[src/rtl/ir_encoder_if.sv]
// Request and response bundle between the instruction injector, ir_encoder and fetch.
interface ir_encoder_if #(parameter int DEPTH = 4);
    localparam int CNT_W = $clog2(DEPTH) + 1;

    logic             req_valid;
    logic             req_ready;
    logic [6:0]       req_opcode;
    logic [2:0]       req_funct3;
    logic [6:0]       req_funct7;
    logic [4:0]       req_rd;
    logic [4:0]       req_rs1;
    logic [4:0]       req_rs2;
    logic [31:0]      req_imm;
    logic             out_valid;
    logic             out_ready;
    logic [31:0]      out_instr;
    logic             out_err;
    logic [CNT_W-1:0] count;

    modport master (
        output req_valid, req_opcode, req_funct3, req_funct7,
               req_rd, req_rs1, req_rs2, req_imm, out_ready,
        input  req_ready, out_valid, out_instr, out_err, count
    );

    modport slave (
        input  req_valid, req_opcode, req_funct3, req_funct7,
               req_rd, req_rs1, req_rs2, req_imm, out_ready,
        output req_ready, out_valid, out_instr, out_err, count
    );
endinterface

[src/rtl/ir_encoder.sv]
// RV32I field-to-word encoder feeding an output FIFO of DEPTH entries.
// Define ENC_CHECK_EN to flag out-of-range fields and unknown opcodes on out_err.
module ir_encoder #(
    parameter int DEPTH = 4
) (
    input logic        clk,
    input logic        rst,
    ir_encoder_if.slave bus
);
    localparam int PTR_W = $clog2(DEPTH);
    localparam int CNT_W = PTR_W + 1;

    localparam logic [6:0] OP_LUI   = 7'b0110111;
    localparam logic [6:0] OP_AUIPC = 7'b0010111;
    localparam logic [6:0] OP_JAL   = 7'b1101111;
    localparam logic [6:0] OP_JALR  = 7'b1100111;
    localparam logic [6:0] OP_LOAD  = 7'b0000011;
    localparam logic [6:0] OP_STORE = 7'b0100011;
    localparam logic [6:0] OP_BR    = 7'b1100011;
    localparam logic [6:0] OP_IMM   = 7'b0010011;
    localparam logic [6:0] OP_REG   = 7'b0110011;

    logic [31:0] imm;
    logic [6:0]  op;
    logic [2:0]  f3;
    logic        is_shift;
    logic [31:0] enc_instr;
    logic        enc_err;

    assign imm      = bus.req_imm;
    assign op       = bus.req_opcode;
    assign f3       = bus.req_funct3;
    assign is_shift = (f3 == 3'b001) || (f3 == 3'b101);

    always_comb begin
        enc_instr = 32'h0000_0013;
        case (op)
            OP_LUI, OP_AUIPC:
                enc_instr = {imm[31:12], bus.req_rd, op};
            OP_JAL:
                enc_instr = {imm[20], imm[10:1], imm[11], imm[19:12], bus.req_rd, op};
            OP_JALR, OP_LOAD:
                enc_instr = {imm[11:0], bus.req_rs1, f3, bus.req_rd, op};
            OP_IMM:
                if (is_shift)
                    enc_instr = {bus.req_funct7, imm[4:0], bus.req_rs1, f3, bus.req_rd, op};
                else
                    enc_instr = {imm[11:0], bus.req_rs1, f3, bus.req_rd, op};
            OP_STORE:
                enc_instr = {imm[11:5], bus.req_rs2, bus.req_rs1, f3, imm[4:0], op};
            OP_BR:
                enc_instr = {imm[12], imm[10:5], bus.req_rs2, bus.req_rs1, f3,
                             imm[4:1], imm[11], op};
            OP_REG:
                enc_instr = {bus.req_funct7, bus.req_rs2, bus.req_rs1, f3, bus.req_rd, op};
            default:
                enc_instr = 32'h0000_0013;
        endcase
    end

`ifdef ENC_CHECK_EN
    // A value fits an N-bit signed field when all bits from N-1 upward agree.
    logic fits12, fits13, fits21;
    assign fits12 = (imm[31:11] == '0) || (imm[31:11] == '1);
    assign fits13 = (imm[31:12] == '0) || (imm[31:12] == '1);
    assign fits21 = (imm[31:20] == '0) || (imm[31:20] == '1);

    always_comb begin
        enc_err = 1'b1;
        case (op)
            OP_LUI, OP_AUIPC:          enc_err = (imm[11:0] != '0);
            OP_JAL:                    enc_err = !fits21 || imm[0];
            OP_JALR, OP_LOAD, OP_STORE: enc_err = !fits12;
            OP_IMM:                    enc_err = is_shift ? (imm[31:5] != '0) : !fits12;
            OP_BR:                     enc_err = !fits13 || imm[0];
            OP_REG:                    enc_err = 1'b0;
            default:                   enc_err = 1'b1;
        endcase
    end
`else
    assign enc_err = 1'b0;
`endif

    logic [32:0]      mem [DEPTH];
    logic [PTR_W-1:0] wr_ptr;
    logic [PTR_W-1:0] rd_ptr;
    logic [CNT_W-1:0] count_q;
    logic             full;
    logic             empty;
    logic             push;
    logic             pop;

    assign full  = (count_q == CNT_W'(DEPTH));
    assign empty = (count_q == '0);
    assign push  = bus.req_valid && !full;
    assign pop   = !empty && bus.out_ready;

    always_ff @(posedge clk) begin
        if (push && rst)
            mem[wr_ptr] <= {enc_err, enc_instr};
    end

    always_ff @(posedge clk) begin
        if (!rst) begin
            wr_ptr  <= '0;
            rd_ptr  <= '0;
            count_q <= '0;
        end else begin
            if (push)
                wr_ptr <= wr_ptr + PTR_W'(1);
            if (pop)
                rd_ptr <= rd_ptr + PTR_W'(1);
            if (push && !pop)
                count_q <= count_q + CNT_W'(1);
            else if (pop && !push)
                count_q <= count_q - CNT_W'(1);
        end
    end

    assign bus.req_ready = !full;
    assign bus.out_valid = !empty;
    assign bus.out_instr = empty ? 32'h0 : mem[rd_ptr][31:0];
    assign bus.out_err   = empty ? 1'b0 : mem[rd_ptr][32];
    assign bus.count     = count_q;
endmodule

[src/flat_wrapper.sv]
// flat-port wrapper written by rule: the top's interface ports become plain ports
module ir_encoder_flat 
#(
    parameter int DEPTH = 4
)
  (clk, rst, bus_req_valid, bus_req_opcode, bus_req_funct3, bus_req_funct7, bus_req_rd, bus_req_rs1, bus_req_rs2, bus_req_imm, bus_out_ready, bus_req_ready, bus_out_valid, bus_out_instr, bus_out_err, bus_count);
  ir_encoder_if #(.DEPTH(DEPTH)) bus_i ();
  input logic clk;
  input logic rst;
  input wire logic [$bits(bus_i.req_valid)-1:0] bus_req_valid;
  input wire logic [$bits(bus_i.req_opcode)-1:0] bus_req_opcode;
  input wire logic [$bits(bus_i.req_funct3)-1:0] bus_req_funct3;
  input wire logic [$bits(bus_i.req_funct7)-1:0] bus_req_funct7;
  input wire logic [$bits(bus_i.req_rd)-1:0] bus_req_rd;
  input wire logic [$bits(bus_i.req_rs1)-1:0] bus_req_rs1;
  input wire logic [$bits(bus_i.req_rs2)-1:0] bus_req_rs2;
  input wire logic [$bits(bus_i.req_imm)-1:0] bus_req_imm;
  input wire logic [$bits(bus_i.out_ready)-1:0] bus_out_ready;
  output wire logic [$bits(bus_i.req_ready)-1:0] bus_req_ready;
  output wire logic [$bits(bus_i.out_valid)-1:0] bus_out_valid;
  output wire logic [$bits(bus_i.out_instr)-1:0] bus_out_instr;
  output wire logic [$bits(bus_i.out_err)-1:0] bus_out_err;
  output wire logic [$bits(bus_i.count)-1:0] bus_count;
  assign bus_i.req_valid = bus_req_valid;
  assign bus_i.req_opcode = bus_req_opcode;
  assign bus_i.req_funct3 = bus_req_funct3;
  assign bus_i.req_funct7 = bus_req_funct7;
  assign bus_i.req_rd = bus_req_rd;
  assign bus_i.req_rs1 = bus_req_rs1;
  assign bus_i.req_rs2 = bus_req_rs2;
  assign bus_i.req_imm = bus_req_imm;
  assign bus_i.out_ready = bus_out_ready;
  assign bus_req_ready = bus_i.req_ready;
  assign bus_out_valid = bus_i.out_valid;
  assign bus_out_instr = bus_i.out_instr;
  assign bus_out_err = bus_i.out_err;
  assign bus_count = bus_i.count;
  ir_encoder #(.DEPTH(DEPTH)) u_core (.clk(clk), .rst(rst), .bus(bus_i));
endmodule
[config.mk]
export PLATFORM = sky130hd
export DESIGN_NAME = ir_encoder_flat
export DESIGN_NICKNAME = d
export VERILOG_FILES = /design/src/rtl/ir_encoder_if.sv /design/src/rtl/ir_encoder.sv /design/src/flat_wrapper.sv
export SDC_FILE = /design/constraint.sdc
export NUM_CORES = 1
export LEC_CHECK = 0
export ABC_AREA = 1
export CAP_MARGIN = 20
export CELL_PAD_IN_SITES_DETAIL_PLACEMENT = 0
export CELL_PAD_IN_SITES_GLOBAL_PLACEMENT = 1
export CORE_UTILIZATION = 41
export DETAILED_ROUTE_END_ITERATION = 10
export GPL_TIMING_DRIVEN = 0
export PLACE_DENSITY_LB_ADDON = 0.1
export SYNTH_ARGS = -nofsm -noshare
export SYNTH_HDL_FRONTEND = slang
export SYNTH_SLANG_ARGS = --single-unit
[constraint.sdc]
create_clock -name clk -period 3.43 [get_ports clk]
set_input_delay 0.686 -clock clk [delete_from_list [all_inputs] [get_ports clk]]
set_output_delay 0.686 -clock clk [all_outputs]
set_load 0.02 [all_outputs]
==> impl_metrics.yaml, run 1 <==
run_status:
  status: "finished, final reports clean"
yosys:
  synth_seq_cells: 137
  synth_area_sq_um: 6610
  syn_inst: 702
  yosysUniqueCellTypes: 27
  ys.flop_type: "edfxtp_1"
  syn_avg_cell_area_sq_um: 9.41
  synthArstFlopShare: 0
  synth_edf_count: 128
  ys_warn_count: 0
  ys_seq_area_frac: 0.609
clock_network:
  clk_pin_slew_ns: 0.06
  htree_levels: 4
  clockRootBuffer: "clkbuf_16"
  cts_tree: "yes"
  clock_latency_ns: 0.42
  postCtsHoldBufs: 0
  cts_buffers: 17
  postCtsSetupRepairBufs: 0
  post_cts_resized: 0
  clock-sinks: 137
  clk_path_buf_depth: 2
die:
  fp.dieW_um: 129
  die_area_sq_um: 16600
  num_io_pins: 106
  rows: 46
  die_height_um: 129
  placeableCoreArea_sq_um: 15800
  initial_core_util: 0.417
routing:
  wire_per_inst_um: 17.0
  via_per_inst: 5.04
  first_pass_iters: 5
  finalWirelength_mm: 18.1
  drc: 0
  ant_nets: 0
  initialDrtViolationCount: 421
  vias: 5365
global_routing:
  track_usage: 0.228
  antenna_found_initial: 0
  grt_max_degree: 23
  grt_pass1_vias: 5148
  grt-ovfl-total: 0
  grt_pass1_wl_mm: 27.2
placed_design:
  portBuffers: 103
  placed_cell_area_sq_um: 8060
  place_congestion: 0.889
  hpwl_mm: 12.4
layout:
  final_nets: 909
  syn2layout_area_growth_pct: 30.8
  final_common_cell: "nor2_1"
  final_util: 0.546
  fin_area_sq_um: 8640
  final_cell_mix: "nor2_1 (162), edfxtp_1 (128), nand2_1 (115), clkdlybuf4s50_1 (103), o21ai_0 (71)"
  diodes: 0
  drive_gt1_frac: 0.104
power:
  comb_power_share: 0.356
  clkPwrFrac: 0.300
  netSwitchingFraction: 0.343
  p_int_mw: 3.83
  vdd_drop_max_mv: 0.371
  pwr_density_cell_nw_per_um2: 675
  p_leak_nw: 3.30
  p_seq_frac: 0.344
  switchingPower_mw: 2.00
critical_path:
  timing.rr.start: "u_core.bus.count[0]"
  regToRegEndpoint: "u_core.mem[0][25]"
  r2r_cells: 7
  setup.worst_path.start_class: "flop"
  crit_arrival_ns: 2.45
  r2r_setup_slack_ns: 1.24
  crit_path_end_kind: "output port"
  cp_max_fo: 10
  setup.worst_path.class: "reg -> out"
  cp.required_ns: 2.74
min_path:
  whs_path_depth: 2
  hold_start: "u_core.rd_ptr[1]"
  hp-class: "reg -> reg"
sta:
  setup_viol: 0
  rsz0062_at_grt: "no"
  skew_ns: 0.00835
  timing.fmax_ghz: 0.319
  timing.final.crit_share: 0.914
  slew_headroom: 0.590
  worst_pin_slew_ns: 0.613
  slew_viol_final: 0
  hold_viol_final: 0
  min_period_ns: 3.13
job:
  drv_cap: 0
-- cells in the mapped netlist (2+ instances only) --
library cell  number  share of area
nor2_1           166          0.094
edfxtp_1         128           0.58
nand2_1          115          0.065
o21ai_0           71          0.054
nand3_1           61          0.046
a21oi_1           45          0.034
inv_1             26          0.015
buf_2             14          0.011
clkbuf_1          11         0.0063
o21ai_1           11         0.0083
dfxtp_1            9          0.027
nand2_2            8         0.0076
inv_2              7         0.0040
buf_6              5         0.0085
ha_1               5         0.0095
buf_4              3         0.0034
nor2_2             3         0.0028
buf_1              2         0.0011
conb_1             2         0.0011
nand2_4            2         0.0034
nor2_4             2         0.0034
-- per-stage QoR --
step / total power, mW / setup WS, ns / TNS [ns] / hold slack (ns) / cells
2_1_floorplan: 3.12 / 0.475 / 0 / 0.433 / 709
3_3_place_gp: 4.08 / -1.08 / -129.15 / 0.446 / 1028
3_5_place_dp: 4.13 / 0.710 / 0 / 0.458 / 1032
4_1_cts: 5.88 / 0.233 / 0 / 0.467 / 1064
5_1_grt: 6.11 / 0.125 / 0 / 0.484 / 1064
6_report: 5.83 / 0.296 / 0 / 0.465 / 1064
-- per-layer routing --
metal  global-route usage  vias up  routed length [um]
met2                0.382      216                8810
met1                0.284     2493                7640
li1                     -     2631                   -
met3               0.0495       25                1210
met4               0.0990        0                 393
met5                    0        -                   0
-- worst max path at each step --
stage	start	to	slack (ns)	depth (start not counted)
after floorplan	u_core.bus.count[0]	u_core.mem[0][0]	0.48	6
after global placement	rst	u_core.mem[3][25]	-1.08	3
after detailed placement	flop	bus_out_instr[23]	0.71	5
after CTS	flop	bus_out_instr[23]	0.23	5
after global routing	flop	bus_out_instr[31]	0.13	5
final	flop	bus_out_instr[23]	0.30	5
-- cell families (layout without fill, tap and decap cells) --
family | Yosys count | count (layout) | share of synthesized area
and+or+nand+nor | 359 | 359 | 0.229
DFF | 137 | 137 | 0.609
AOI/OAI and AO/OA | 129 | 129 | 0.0993
buffers and inverters | 69 | 208 | 0.0493
adders and majority gates | 6 | 6 | 0.0125
other | 2 | 9 | 0.00114
-- flip-flops by register name, indices dropped and copies added (netlist names), named ones only --
register	cells
u_core.wr_ptr	2
u_core.mem	128
u_core.bus.count	3
u_core.rd_ptr	2
-- power groups by stage --
| stage | Sequential [mW] | Clock (mW) | Combinational [mW] |
|---|---|---|---|
| floorplan | 2.05 | 0 | 1.07 |
| global placement | 2.04 | 0 | 2.04 |
| detailed placement | 2.04 | 0 | 2.09 |
| CTS | 2.01 | 1.77 | 2.10 |
| global route | 2.02 | 1.84 | 2.25 |
| finish | 2.01 | 1.75 | 2.08 |
-- worst max-delay path, cell delays in order, from the launching register on --
cell and delay [ns]:
dfxtp_1 0.32, clkinv_1 0.17, clkbuf_1 0.44, o21ai_0 0.19, a21oi_1 0.26, clkdlybuf4s50_1 0.65
-- area by class of cell --
class	count	area, sq um
Buffer	35	198
Clock buffer	17	425
Clock inverter	15	155
Fill cell	1424	7190
Inverter	34	128
Multi-Input combinational cell	503	2310
Sequential cell	137	4020
Tap cell	216	270
Timing Repair Buffer	107	1130
Note: power is estimated with default switching activity, not from simulation.
==> run 2, diff against run 1 <==
--- a/config.mk
+++ b/config.mk
@@ -13,6 +13,7 @@
 export DETAILED_ROUTE_END_ITERATION = 10
 export GPL_TIMING_DRIVEN = 0
 export PLACE_DENSITY_LB_ADDON = 0.1
+export SLEW_MARGIN = 20
 export SYNTH_ARGS = -nofsm -noshare
 export SYNTH_HDL_FRONTEND = slang
 export SYNTH_SLANG_ARGS = --single-unit
==> results of run 2 <==
The final DEF is identical to that of run 1; final timing and power are the same.
==> run 3, diff against run 2 <==
--- a/config.mk
+++ b/config.mk
@@ -12,6 +12,7 @@
 export CORE_UTILIZATION = 41
 export DETAILED_ROUTE_END_ITERATION = 10
 export GPL_TIMING_DRIVEN = 0
+export MAX_ROUTING_LAYER = met4
 export PLACE_DENSITY_LB_ADDON = 0.1
 export SLEW_MARGIN = 20
 export SYNTH_ARGS = -nofsm -noshare
==> run 3 against run 2 <==
  * Combinational power about the same
  * Worst hold slack about the same
  * Non-clock buffer count is the same
  * Via count increased by 0.28%
  * Clock power about the same
  * Utilization is the same
  * Power decreased by 0.11%
  * Register-to-register slack barely moved
  * Cell count is the same
  * Wire length is 0.48% lower
  * Highest routed layer unchanged
==> impl_metrics.yaml, run 3 (same netlist as run 1, synthesis figures left out) <==
sta:
  worst_pin_slew_ns: 0.623
  hold_slack_ns: 0.465
  slew_viol_final: 0
  setup_viol: 0
  hold_viol_final: 0
  timing.final.crit_share: 0.910
  timing.fmax_ghz: 0.320
  skew_ns: 0.00814
  slew_headroom: 0.584
  min_period_ns: 3.12
  rsz0062_at_grt: "no"
placed_design:
  placed_cell_area_sq_um: 8060
  hpwl_mm: 12.4
  portBuffers: 103
  numPlacedInstances: 1032
  place_congestion: 0.904
global_routing:
  grt_pass1_vias: 5135
  grt_max_degree: 23
  grt-ovfl-total: 0
  track_usage: 0.235
  antenna_found_initial: 0
  met2_usage: 0.381
  grt_most_used_layer: "met2"
  grt_pass1_wl_mm: 27.3
  grtUsageMet3: 0.0478
  grt.met1_usage: 0.287
critical_path:
  cp.required_ns: 2.74
  path_cells: "clkinv_1, clkbuf_1, o21ai_0, a21oi_1, clkdlybuf4s50_1"
  setup.worst_path.class: "reg -> out"
  r2r_setup_slack_ns: 1.24
  cp_max_fo: 10
  crit_arrival_ns: 2.43
  setup.worst_path.start_class: "flop"
  r2r_cells: 7
  timing.rr.start: "u_core.bus.count[0]"
  critPathMaxStageDelay_ns: 0.65
  crit_path_end_kind: "output port"
  critPathTopFamily: "buffers and inverters"
  worstPathBufferInverterCount: 3
  crit_cells: 5
  regToRegEndpoint: "u_core.mem[0][28]"
  slowest_stage: "clkdlybuf4s50_1"
  critPathCapture: "bus_out_instr[23]"
job:
  drv_cap: 0
layout:
  largest_reg_flops: 128
  diodes: 0
  final_common_cell: "nor2_1"
  drive_gt1_frac: 0.104
  fin_cells: 1064
  fin_area_sq_um: 8640
  largest-register: "u_core.mem"
  final_nets: 909
  syn2layout_area_growth_pct: 30.8
  final_util: 0.546
  final_cell_mix: "nor2_1 (162), edfxtp_1 (128), nand2_1 (115), clkdlybuf4s50_1 (103), o21ai_0 (71)"
clock_network:
  clock-sinks: 137
  clk_path_buf_depth: 2
  clk_pin_slew_ns: 0.06
  clockRootBuffer: "clkbuf_16"
  postCtsHoldBufs: 0
  htree_levels: 4
  clock_latency_ns: 0.41
  cts_tree: "yes"
  postCtsSetupRepairBufs: 0
  post_cts_resized: 0
  cts_buffers: 17
min_path:
  hp-class: "reg -> reg"
routing:
  first_pass_iters: 4
  wire_per_inst_um: 16.9
  vias: 5380
  drc: 0
  initialDrtViolationCount: 411
  finalWirelength_mm: 18.0
  ant_nets: 0
  via_per_inst: 5.06
die:
  die_area_sq_um: 16600
  num_io_pins: 106
  die_height_um: 129
  initial_core_util: 0.417
  fp.dieW_um: 129
  rows: 46
  placeableCoreArea_sq_um: 15800
power:
  total_power_mw: 5.83
  pwr_density_cell_nw_per_um2: 675
  vdd_drop_max_mv: 0.364
  p_leak_nw: 3.30
run_status:
  status: "finished, final reports clean"
[run 3: cell counts in the layout (fill, tap and decap cells not counted)]
Identical to the previous run, type by type.
[run 3: report_power, final]
part / switching [mW] / internal [mW]
logic: 1.26 / 0.822
registers: 0.0573 / 1.95
clock network: 0.678 / 1.06
total: 1.99 / 3.83
[run 3: stage by stage]
step | TNS [ns] | setup WS, ns
3_5_place_dp | 0 | 0.710
3_3_place_gp | -129.15 | -1.08
4_1_cts | 0 | 0.233
2_1_floorplan | 0 | 0.475
5_1_grt | 0 | 0.124
6_report | 0 | 0.309
[run 3: layer usage]
layer,up-vias,share of wire,wire (um)
li1,2634,-,-
met3,20,0.056,1000
met1,2531,0.43,7760
met4,0,0.018,326
met2,195,0.49,8880
met5,-,0,0
[run 3: area by class of cell]
cell class	count	area (sq um)
clock inverter	15	155
fill	1424	7190
sequential	137	4020
multi-input combinational	503	2310
inverter	34	128
buffer	35	198
timing repair buffer	107	1130
tap	216	270
clock buffer	17	425
[run 3: worst min path at each step]
stage	from	endpoint	slack, ns	cells past startpoint
3_3_place_gp	u_core.rd_ptr[1]	u_core.rd_ptr[1]	0.45	2
5_1_grt	u_core.rd_ptr[1]	flop	0.48	2
6_report	u_core.rd_ptr[1]	flop	0.46	2
3_5_place_dp	u_core.rd_ptr[1]	flop	0.46	2
4_1_cts	u_core.rd_ptr[1]	u_core.rd_ptr[1]	0.47	2
2_1_floorplan	u_core.rd_ptr[1]	flop	0.43	2
[run 3: worst min-delay path, delay by kind of cell, from the launching register on]
| family | cells | cell delay (ns) |
|---|---|---|
| AO/OA/AOI/OAI | 1 | 0.06 |
| buffers and inverters | 1 | 0.05 |
| flip-flops | 1 | 0.31 |
